## config.mk

```make
export PLATFORM = sky130hd
export DESIGN_NAME = ram_stream_reader_flat
export DESIGN_NICKNAME = d
export VERILOG_FILES = /design/src/rtl/ram_stream_reader_if.sv /design/src/rtl/ram_stream_reader.sv /design/src/flat_wrapper.sv
export SDC_FILE = /design/constraint.sdc
export NUM_CORES = 1
export LEC_CHECK = 0
export CORE_ASPECT_RATIO = 0.9
export CORE_MARGIN = 3
export CORE_UTILIZATION = 30
export DETAILED_ROUTE_END_ITERATION = 8
export PLACE_DENSITY = 0.55
export SLEW_MARGIN = 20
export SYNTH_ARGS = -nofsm -noshare
export SYNTH_HDL_FRONTEND = slang
export SYNTH_SLANG_ARGS = --single-unit
```

## constraint.sdc

```tcl
create_clock -name clk -period 2.02 [get_ports clk]
set_input_delay 0.606 -clock clk [delete_from_list [all_inputs] [get_ports clk]]
set_output_delay 0.606 -clock clk [all_outputs]
set_load 0.005 [all_outputs]
```

## src/rtl/ram_stream_reader_if.sv

```systemverilog
// ram_stream_reader_if
//   Bundles the two buses the stream reader sits between:
//   - RAM port: mem_wr, mem_addr, mem_wdata (reader -> RAM), mem_rdata (RAM -> reader)
//   - Output stream: out_valid, out_data, out_last (reader -> sink), out_ready (sink -> reader)
//   master: the reader side (drives RAM control and the stream)
//   slave : the environment side (RAM plus downstream sink)
interface ram_stream_reader_if #(
    parameter int MEM_SIZE  = 512,
    parameter int MEM_WIDTH = 8
);
    localparam int AW = $clog2(MEM_SIZE);

    logic                 mem_wr;
    logic [AW-1:0]        mem_addr;
    logic [MEM_WIDTH-1:0] mem_wdata;
    logic [MEM_WIDTH-1:0] mem_rdata;

    logic                 out_valid;
    logic                 out_ready;
    logic [MEM_WIDTH-1:0] out_data;
    logic                 out_last;

    modport master (
        output mem_wr, mem_addr, mem_wdata,
        input  mem_rdata,
        output out_valid, out_data, out_last,
        input  out_ready
    );

    modport slave (
        input  mem_wr, mem_addr, mem_wdata,
        output mem_rdata,
        input  out_valid, out_data, out_last,
        output out_ready
    );
endinterface

```

## src/rtl/ram_stream_reader.sv

```systemverilog
// ram_stream_reader
//   Walks an address range of a single-port synchronous RAM (1-cycle read
//   latency) and presents the words as a valid/ready stream. A host write
//   path shares the RAM port and always wins over reads.
//
// Ports:
//   clk, reset_n            clock, async active-low reset
//   start, stop, loop       run control (start/stop are pulses, loop sampled with start)
//   start_addr, end_addr    inclusive range, sampled with start, wraps modulo MEM_SIZE
//   host_wr/addr/wdata      host write into the RAM
//   bus (master)            RAM port and output stream
//   busy                    a run is active
//   done                    pulses during the cycle the last word of a non-loop run is accepted
//
// state  | meaning
// S_IDLE | no run active, no reads issued, FIFO empty
// S_RUN  | issuing reads over the range and streaming them out
module ram_stream_reader #(
    parameter  int MEM_SIZE  = 512,
    parameter  int MEM_WIDTH = 8,
    localparam int AW        = $clog2(MEM_SIZE)
) (
    input  logic                 clk,
    input  logic                 reset_n,
    input  logic                 start,
    input  logic                 stop,
    input  logic                 loop,
    input  logic [AW-1:0]        start_addr,
    input  logic [AW-1:0]        end_addr,
    input  logic                 host_wr,
    input  logic [AW-1:0]        host_addr,
    input  logic [MEM_WIDTH-1:0] host_wdata,
    ram_stream_reader_if.master  bus,
    output logic                 busy,
    output logic                 done
);

    typedef enum logic {S_IDLE, S_RUN} state_t;

    state_t               state, state_nx;
    logic [AW-1:0]        sa_r, ea_r, rp, rp_inc;
    logic                 loop_r;
    logic                 range_done;
    logic                 rd_pend, rd_last_pend;
    logic [MEM_WIDTH-1:0] fifo_data [2];
    logic [1:0]           fifo_last;
    logic                 wr_ptr, rd_ptr;
    logic [1:0]           fifo_count;
    logic [2:0]           occ;
    logic                 pop, push, issue, launch, finish, rp_at_end;

    assign pop       = bus.out_valid && bus.out_ready;
    assign push      = rd_pend;
    assign rp_at_end = (rp == ea_r);
    assign rp_inc    = (rp == AW'(MEM_SIZE - 1)) ? '0 : rp + AW'(1);

    // Words held plus the one in flight; a new read may only go out if the
    // FIFO is guaranteed room for it after this cycle's pop.
    assign occ = {1'b0, fifo_count} + {2'b00, rd_pend};

    always_ff @(posedge clk or negedge reset_n) begin
        if (!reset_n) begin
            state <= S_IDLE;
        end else begin
            state <= state_nx;
        end
    end

    always_comb begin
        state_nx = state;
        launch   = 1'b0;
        issue    = 1'b0;
        finish   = 1'b0;
        case (state)
            S_IDLE: begin
                if (start && !stop) begin
                    state_nx = S_RUN;
                    launch   = 1'b1;
                end
            end
            S_RUN: begin
                if (stop) begin
                    state_nx = S_IDLE;
                end else begin
                    if (!host_wr && !range_done && (occ < (3'd2 + {2'b00, pop}))) begin
                        issue = 1'b1;
                    end
                    // Everything issued and captured: a single remaining word is the last one.
                    if (range_done && !rd_pend && (fifo_count == 2'd1) && pop) begin
                        finish   = 1'b1;
                        state_nx = S_IDLE;
                    end
                end
            end
            default: state_nx = S_IDLE;
        endcase
    end

    assign busy = (state != S_IDLE);
    assign done = finish;

    // Host write always owns the port; otherwise the port points at rp.
    assign bus.mem_wr    = host_wr;
    assign bus.mem_wdata = host_wdata;
    assign bus.mem_addr  = host_wr ? host_addr : rp;

    assign bus.out_valid = (fifo_count != 2'd0);
    assign bus.out_data  = bus.out_valid ? fifo_data[rd_ptr] : '0;
    assign bus.out_last  = bus.out_valid & fifo_last[rd_ptr];

    always_ff @(posedge clk or negedge reset_n) begin
        if (!reset_n) begin
            sa_r         <= '0;
            ea_r         <= '0;
            loop_r       <= 1'b0;
            rp           <= '0;
            range_done   <= 1'b0;
            rd_pend      <= 1'b0;
            rd_last_pend <= 1'b0;
            fifo_data[0] <= '0;
            fifo_data[1] <= '0;
            fifo_last    <= '0;
            wr_ptr       <= 1'b0;
            rd_ptr       <= 1'b0;
            fifo_count   <= '0;
        end else begin
            if (launch) begin
                sa_r       <= start_addr;
                ea_r       <= end_addr;
                loop_r     <= loop;
                rp         <= start_addr;
                range_done <= 1'b0;
            end else if (issue) begin
                if (rp_at_end) begin
                    if (loop_r) begin
                        rp <= sa_r;
                    end else begin
                        range_done <= 1'b1;
                    end
                end else begin
                    rp <= rp_inc;
                end
            end

            // Never set after a host write cycle, so echoed write data is not captured.
            rd_pend      <= issue;
            rd_last_pend <= issue && rp_at_end;

            if ((state == S_RUN) && stop) begin
                wr_ptr     <= 1'b0;
                rd_ptr     <= 1'b0;
                fifo_count <= '0;
            end else begin
                if (push) begin
                    fifo_data[wr_ptr] <= bus.mem_rdata;
                    fifo_last[wr_ptr] <= rd_last_pend;
                    wr_ptr            <= ~wr_ptr;
                end
                if (pop) begin
                    rd_ptr <= ~rd_ptr;
                end
                case ({push, pop})
                    2'b10:   fifo_count <= fifo_count + 2'd1;
                    2'b01:   fifo_count <= fifo_count - 2'd1;
                    default: ;
                endcase
            end
        end
    end

endmodule

```

## src/flat_wrapper.sv

```systemverilog
// flat-port wrapper written by rule: the top's interface ports become plain ports
module ram_stream_reader_flat 
#(
    parameter  int MEM_SIZE  = 512,
    parameter  int MEM_WIDTH = 8,
    localparam int AW        = $clog2(MEM_SIZE)
)
  (clk, reset_n, start, stop, loop, start_addr, end_addr, host_wr, host_addr, host_wdata, busy, done, bus_mem_wr, bus_mem_addr, bus_mem_wdata, bus_mem_rdata, bus_out_valid, bus_out_data, bus_out_last, bus_out_ready);
  ram_stream_reader_if #(.MEM_SIZE(MEM_SIZE), .MEM_WIDTH(MEM_WIDTH)) bus_i ();
  input  logic clk;
  input  logic reset_n;
  input  logic start;
  input  logic stop;
  input  logic loop;
  input  logic [AW-1:0] start_addr;
  input  logic [AW-1:0] end_addr;
  input  logic host_wr;
  input  logic [AW-1:0] host_addr;
  input  logic [MEM_WIDTH-1:0] host_wdata;
  output logic busy;
  output logic done;
  output wire logic [$bits(bus_i.mem_wr)-1:0] bus_mem_wr;
  output wire logic [$bits(bus_i.mem_addr)-1:0] bus_mem_addr;
  output wire logic [$bits(bus_i.mem_wdata)-1:0] bus_mem_wdata;
  input wire logic [$bits(bus_i.mem_rdata)-1:0] bus_mem_rdata;
  output wire logic [$bits(bus_i.out_valid)-1:0] bus_out_valid;
  output wire logic [$bits(bus_i.out_data)-1:0] bus_out_data;
  output wire logic [$bits(bus_i.out_last)-1:0] bus_out_last;
  input wire logic [$bits(bus_i.out_ready)-1:0] bus_out_ready;
  assign bus_mem_wr = bus_i.mem_wr;
  assign bus_mem_addr = bus_i.mem_addr;
  assign bus_mem_wdata = bus_i.mem_wdata;
  assign bus_i.mem_rdata = bus_mem_rdata;
  assign bus_out_valid = bus_i.out_valid;
  assign bus_out_data = bus_i.out_data;
  assign bus_out_last = bus_i.out_last;
  assign bus_i.out_ready = bus_out_ready;
  ram_stream_reader #(.MEM_SIZE(MEM_SIZE), .MEM_WIDTH(MEM_WIDTH)) u_core (.clk(clk), .reset_n(reset_n), .start(start), .stop(stop), .loop(loop), .start_addr(start_addr), .end_addr(end_addr), .host_wr(host_wr), .host_addr(host_addr), .host_wdata(host_wdata), .bus(bus_i), .busy(busy), .done(done));
endmodule
```

== After elaboration in Yosys (flattened, before gate mapping) ==
Index checks and enable logic that the tools add are counted.
Operators by class
  $add $sub $neg: 5
  multiply operators: 0
  div/mod/pow operators: 0
  magnitude comparators: 7
  eq/ne operators: 7
  shift-type cells: 0
  mux-type cells: 39
  bitwise logic cells: 7
  reductions and logical operators: 24
Operators with widths (number)
  $mux W9: 6
  $mux W8: 5
  $mux W1: 21
  $bwmux W16: 1
  $logic_and A1 B1 Y1: 11
  $reduce_bool A2 Y1: 5
  $add A9 B1 Y9 const B: 1
  $eq A9 B9 Y1: 1
  $eq A9 B9 Y1 const B: 1
  $demux W8 S1: 1
  $eq A2 B1 Y1 const B: 2
  $ge A2 B2 Y1 const B: 2
  $logic_not A1 Y1: 4
  $lt A1 B2 Y1 const B: 2
  $not A1 Y1: 4
  $not A1 Y2: 2
  $pmux W2 S2: 1
  $reduce_and A2 Y1: 2
  $add A2 B1 Y3: 1
  $add A2 B1 Y3 const A: 1
  $lt A3 B3 Y1: 1
  $ne A3 B1 Y1 const B: 1
  $reduce_and A3 Y1: 1
  $reduce_bool A3 Y1: 1
  11 further kinds: 11
Word-level totals
  register bits: 54
  bits in latches: 0
  bits in writable memories: 0
  memory bits (read-only): 0
  input port bits: 50
  memories: 0

== Logic depth before layout (Yosys ltp) ==
  word-level depth: 10
  gate-level depth with buffers: 10

== Worst setup path before layout ==
OpenSTA, ideal clock, no wires.
  kind: flip-flop to flip-flop
  start point: register u_core.rp[0]
  end point: register u_core.rp[5]
  setup time: 0.082 ns
  arrival time: 1.878 ns
  required time: 1.938 ns
  slack: 0.060 ns
  stages on the path, launching flop included: 11
  period minus slack after synthesis: 1.960 ns
  cell sequence: dfrtp_1 -> ha_1 -> and3_1 -> nand3_1 -> nor3_1 -> ha_1 -> nor2_1 -> o31ai_2 -> o31ai_1 -> a21oi_1 -> o22ai_1
On the way
  cells in the longest elaborated chain, start to end: 5
  elaborated cells between the ends (all ways): 9
  classes of those cells: add/sub (1); eq/ne (3); mux (4); reduce/logical (1)
Ends and longest elaborated chain
  start: declaration: RTL line ram_stream_reader.sv:41  | logic [AW-1:0] sa_r, ea_r, rp, rp_inc;
  start signal: assignment: RTL line ram_stream_reader.sv:131  | rp <= start_addr;
  start signal: assignment: RTL line ram_stream_reader.sv:136  | rp <= sa_r;
  start signal: assignment: RTL line ram_stream_reader.sv:141  | rp <= rp_inc;
  $add A9 B1 Y9 or $eq A9 B9 Y1 (tied branches): RTL line ram_stream_reader.sv:55  | assign rp_inc = (rp == AW'(MEM_SIZE - 1)) ? '0 : rp + AW'(1);
  $mux W9: RTL line ram_stream_reader.sv:55
  $mux W9: RTL line ram_stream_reader.sv:134  | if (rp_at_end) begin
  $mux W9: RTL line ram_stream_reader.sv:133  | end else if (issue) begin
  $mux W9: RTL line ram_stream_reader.sv:127  | if (launch) begin
Parallel ways exist; a longest one is shown, timed or not. The select of a mux whose other input is x is not followed.
A chain may end at the register's enable or synchronous reset.

== Worst setup path in the final report ==
  start point: input stop
  end point: output done
On the way
  cells in the longest elaborated chain, start to end: 2
Ends and longest elaborated chain
  start: declaration: RTL line flat_wrapper.sv:13  | input logic stop;
  $mux W1: RTL line ram_stream_reader.sv:82  | if (stop) begin
  $mux W1: RTL line ram_stream_reader.sv:74  | case (state)
  end: declaration: RTL line flat_wrapper.sv:21  | output logic done;
No other way between the ends.

==> summary.md <==
| Metric | Value |
|---|---|
| Failing checks | `negative setup slack` |
| Top FF cell, synth | `dfrtp_1` |
| Reg-to-Reg Start | `u_core.fifo_count[0]` |
| Slew @ Worst Pin | `0.437 ns` |
| Syn_nets | `346` |
| Placed cell area | `3820 sq um` |
| Internal | `3.22 mW` |
| H-tree levels | `2` |
| CP Class | `input port to output port` |
| Initial antenna violation count | `0` |
| Setup TNS | `-0.0370 ns` |
| DRC viols | `0` |
| Status | `finished with violations` |
| Hpwl dp | `5130 microns` |
| Final setup vio count | `1` |
| Design area | `4310 sq um` |
| Post-synthesis cell type count | `38` |
| Synth Register Bits | `54` |
| Async SR Flop Fraction | `100%` |
| Remaining antenna violation count | `0` |
| Post-synth EDFFs | `0` |
| Syn Inst Count | `290` |
| Crit end category | `output port` |
| Clock power share | `14.1%` |
| Area leader, netlist | `dfrtp_1` |
| Clock skew | `0.0131 ns` |
| DRT iter0 DRCs | `about 70` |
| YS warnings | `0` |
| CTS tree | `yes` |
| Max VDD drop | `0.378 mV` |
| First-pass GRT wire length | `approximately 12,000 microns` |
| Top post-synthesis cells by area | `dfrtp_1 48%, mux2_2 9.2%, nand2_1 8.9%` |
| Reg2reg end | `u_core.rp[3]` |
| Share of the synthesized area in the top cell type | `48.1%` |
| # diodes | `0` |
| CTS clk-pin slew, worst paths | `0.10 ns` |
| Root Buffer | `clkbuf_8` |
| Fraction of layout cells with a size suffix above 1 | `37.7%` |
| Clk buf depth | `2` |
| Worst Setup SP | `stop` |
| CP max FO | `3` |
| WL/cell | `approximately 14 microns` |
| Non-Filler Instances | `514` |
| Width of the die | `~110 microns` |
| Flop2flop setup slack | `~0.040 ns` |
| # rows | `32` |
| Drt pass-1 iters | `4` |
| PortBufs | `63` |
| Initial core utilization | `a little under a third` |
| Hold Crit Class | `input port to asynchronous set/reset pin` |
| Post-synthesis sequential area ratio | `between 40% and 50%` |
| Vias in the first global route | `~2,300` |
| Num CTS Buffers | `5` |
| Avg Cell Area, Syn | `9.69 sq um` |
| Area Growth Syn to Fin | `53.2%` |
| Static leakage | `1.96 nW` |
| Worst reg2reg path depth | `9` |
| Critical Path AT | `~1.5 ns` |
| CTS Sinks | `54` |
| Sequential power share | `35.7%` |
| Die Y-Extent | `97.8 microns` |
| Clk_lat worst skew | `0.30 ns` |
| Layout Nets | `450` |
| Synth top cells by count | `67 x nand2_1, 54 x dfrtp_1, 23 x mux2_2, 23 x nor2_1, 13 x o21ai_0` |
| Most frequent cell after synthesis | `nand2_1` |
| Post-Syn Area | `2810 sq um` |
| Total GRT Usage | `14.1%` |
| Tmin final | `approximately 2.1 ns` |
| PnR Total Power | `between 4 and 5 mW` |
| Routability Congestion | `0.740` |
| Critical path launch point type | `input port` |
| Largest net degree at the start of global routing | `55` |
| Slew headroom | `70.9%` |
| DIE AREA | `10,600 sq um` |
| Vias | `roughly 2,400` |
| Final setup margin | `-0.0370 ns` |
| Final worst-path cycle share | `102%` |
| Gr ovfl total | `0` |
| CP Data Required Time | `1.41 ns` |
| Max Cap Viol | `0` |
| F_max | `486 MHz` |
| Core Box Area | `a little under 9000 sq um` |
| Gate power share | `between 50% and 60%` |
| DP Cell Count | `492` |
| Max-slew violations | `0` |
| Final hold viol count | `0` |
| Routed WL | `7360 microns` |
| Ports | `80` |
| Vias per cell | `~4.6` |
| Switching Share | `a little over a third` |
| PwrDens | `1150 nW/um^2` |
| Switch Pwr | `1.73 mW` |
| Unrepaired setup endpoints after global routing | `yes` |
| Critical Path Sink | `done` |
-- metrics by stage --
| step | hold slack, ns | setup slack, ns | utilization [%] |
|---|---|---|---|
| 6_report | 0.272 | -0.0370 | 48.7 |
| 5_1_grt | 0.278 | -0.133 | 48.7 |
| 4_1_cts | 0.291 | -0.0353 | 45.2 |
| 3_5_place_dp | 0.457 | -0.677 | 43.1 |
| 3_3_place_gp | 0.454 | -0.654 | 43.1 |
| 2_1_floorplan | 0.310 | 0.0598 | - |
-- layout make-up --
| class | instances | area, sq um |
|---|---|---|
| clock buffer | 8 | 110 |
| timing repair buffer | 117 | 1050 |
| tap | 119 | 149 |
| inverter | 8 | 30.0 |
| fill | 824 | 4540 |
| multi-input combinational | 208 | 1610 |
| sequential | 54 | 1350 |
-- per-layer routing --
metal / vias to the layer above / share of wire [%] / global-route usage, %
met5: - / 0 / 0
met2: 44 / 45 / 21.3
li1: 1175 / - / -
met4: 0 / 0.94 / 3.20
met1: 1144 / 50 / 21.3
met3: 5 / 4.1 / 2.31
-- placed cells by master, fill, tap and decap left out, types with 4 or more instances in the layout --
master	n
o21ai_1	8
buf_12	6
buf_2	21
clkdlybuf4s50_1	39
nor3_1	4
o21ai_0	8
dfrtp_1	52
nor2_1	13
nor2_4	10
inv_1	6
xnor2_1	10
clkbuf_8	8
mux2_2	23
nand3_1	4
nand2_1	67
a21oi_1	5
buf_6	10
buf_4	36
mux2i_4	7
-- power by group through the flow --
stage	Clock, mW	Combinational, mW	Sequential, mW
2_1_floorplan	0	0.970	1.64
3_3_place_gp	0	1.85	1.70
3_5_place_dp	0	1.88	1.72
4_1_cts	0.720	1.95	1.71
5_1_grt	0.761	2.73	1.82
6_report	0.697	2.49	1.77
-- sequential cells by signal, summed over array words and instances (netlist names), 2 cells and up --
signal and count:
u_core.sa_r 9, u_core.rp 9, u_core.ea_r 9, u_core.fifo_count 2
u_core.fifo_last 2, u_core.fifo_data 16
-- worst min-delay path by stage --
stage                     end  depth (start not counted)
5_1_grt          u_core.rp[6]                          2
4_1_cts          u_core.rp[6]                          2
3_3_place_gp   u_core.sa_r[2]                          2
3_5_place_dp   u_core.sa_r[2]                          2
2_1_floorplan     u_core.busy                          0
6_report         u_core.rp[6]                          2
-- cell families (layout without fill, tap and decap cells) --
family | after synthesis | count (layout) | share of synthesized area [%]
adder cells (fa/ha/maj) | 6 | 6 | 2.67
buffers and inverters | 28 | 133 | 5.30
XOR/XNOR | 12 | 12 | 3.74
AND/OR/NAND/NOR | 120 | 120 | 19.0
multiplexers | 33 | 33 | 12.8
flip-flops | 54 | 54 | 48.1
AO/OA/AOI/OAI | 37 | 37 | 8.46
-- worst max-delay path, stage by stage --
cell             delay [ns]
clkdlybuf4s50_1        0.42
nand2b_1               0.19
nor2b_1                0.12
buf_2                  0.11
-- what timing repair did --
| action | in CTS | in global routing |
|---|---|---|
| endpoints found under the setup margin | 30 | 25 |
| hold buffers | 0 | 0 |
| cloned | 1 | 1 |
| pin swaps | 8 | 15 |
| buffers inserted | 6 | 7 |
| resized for setup | 112 | 48 |
No activity file was read; power rests on OpenSTA's default activity.
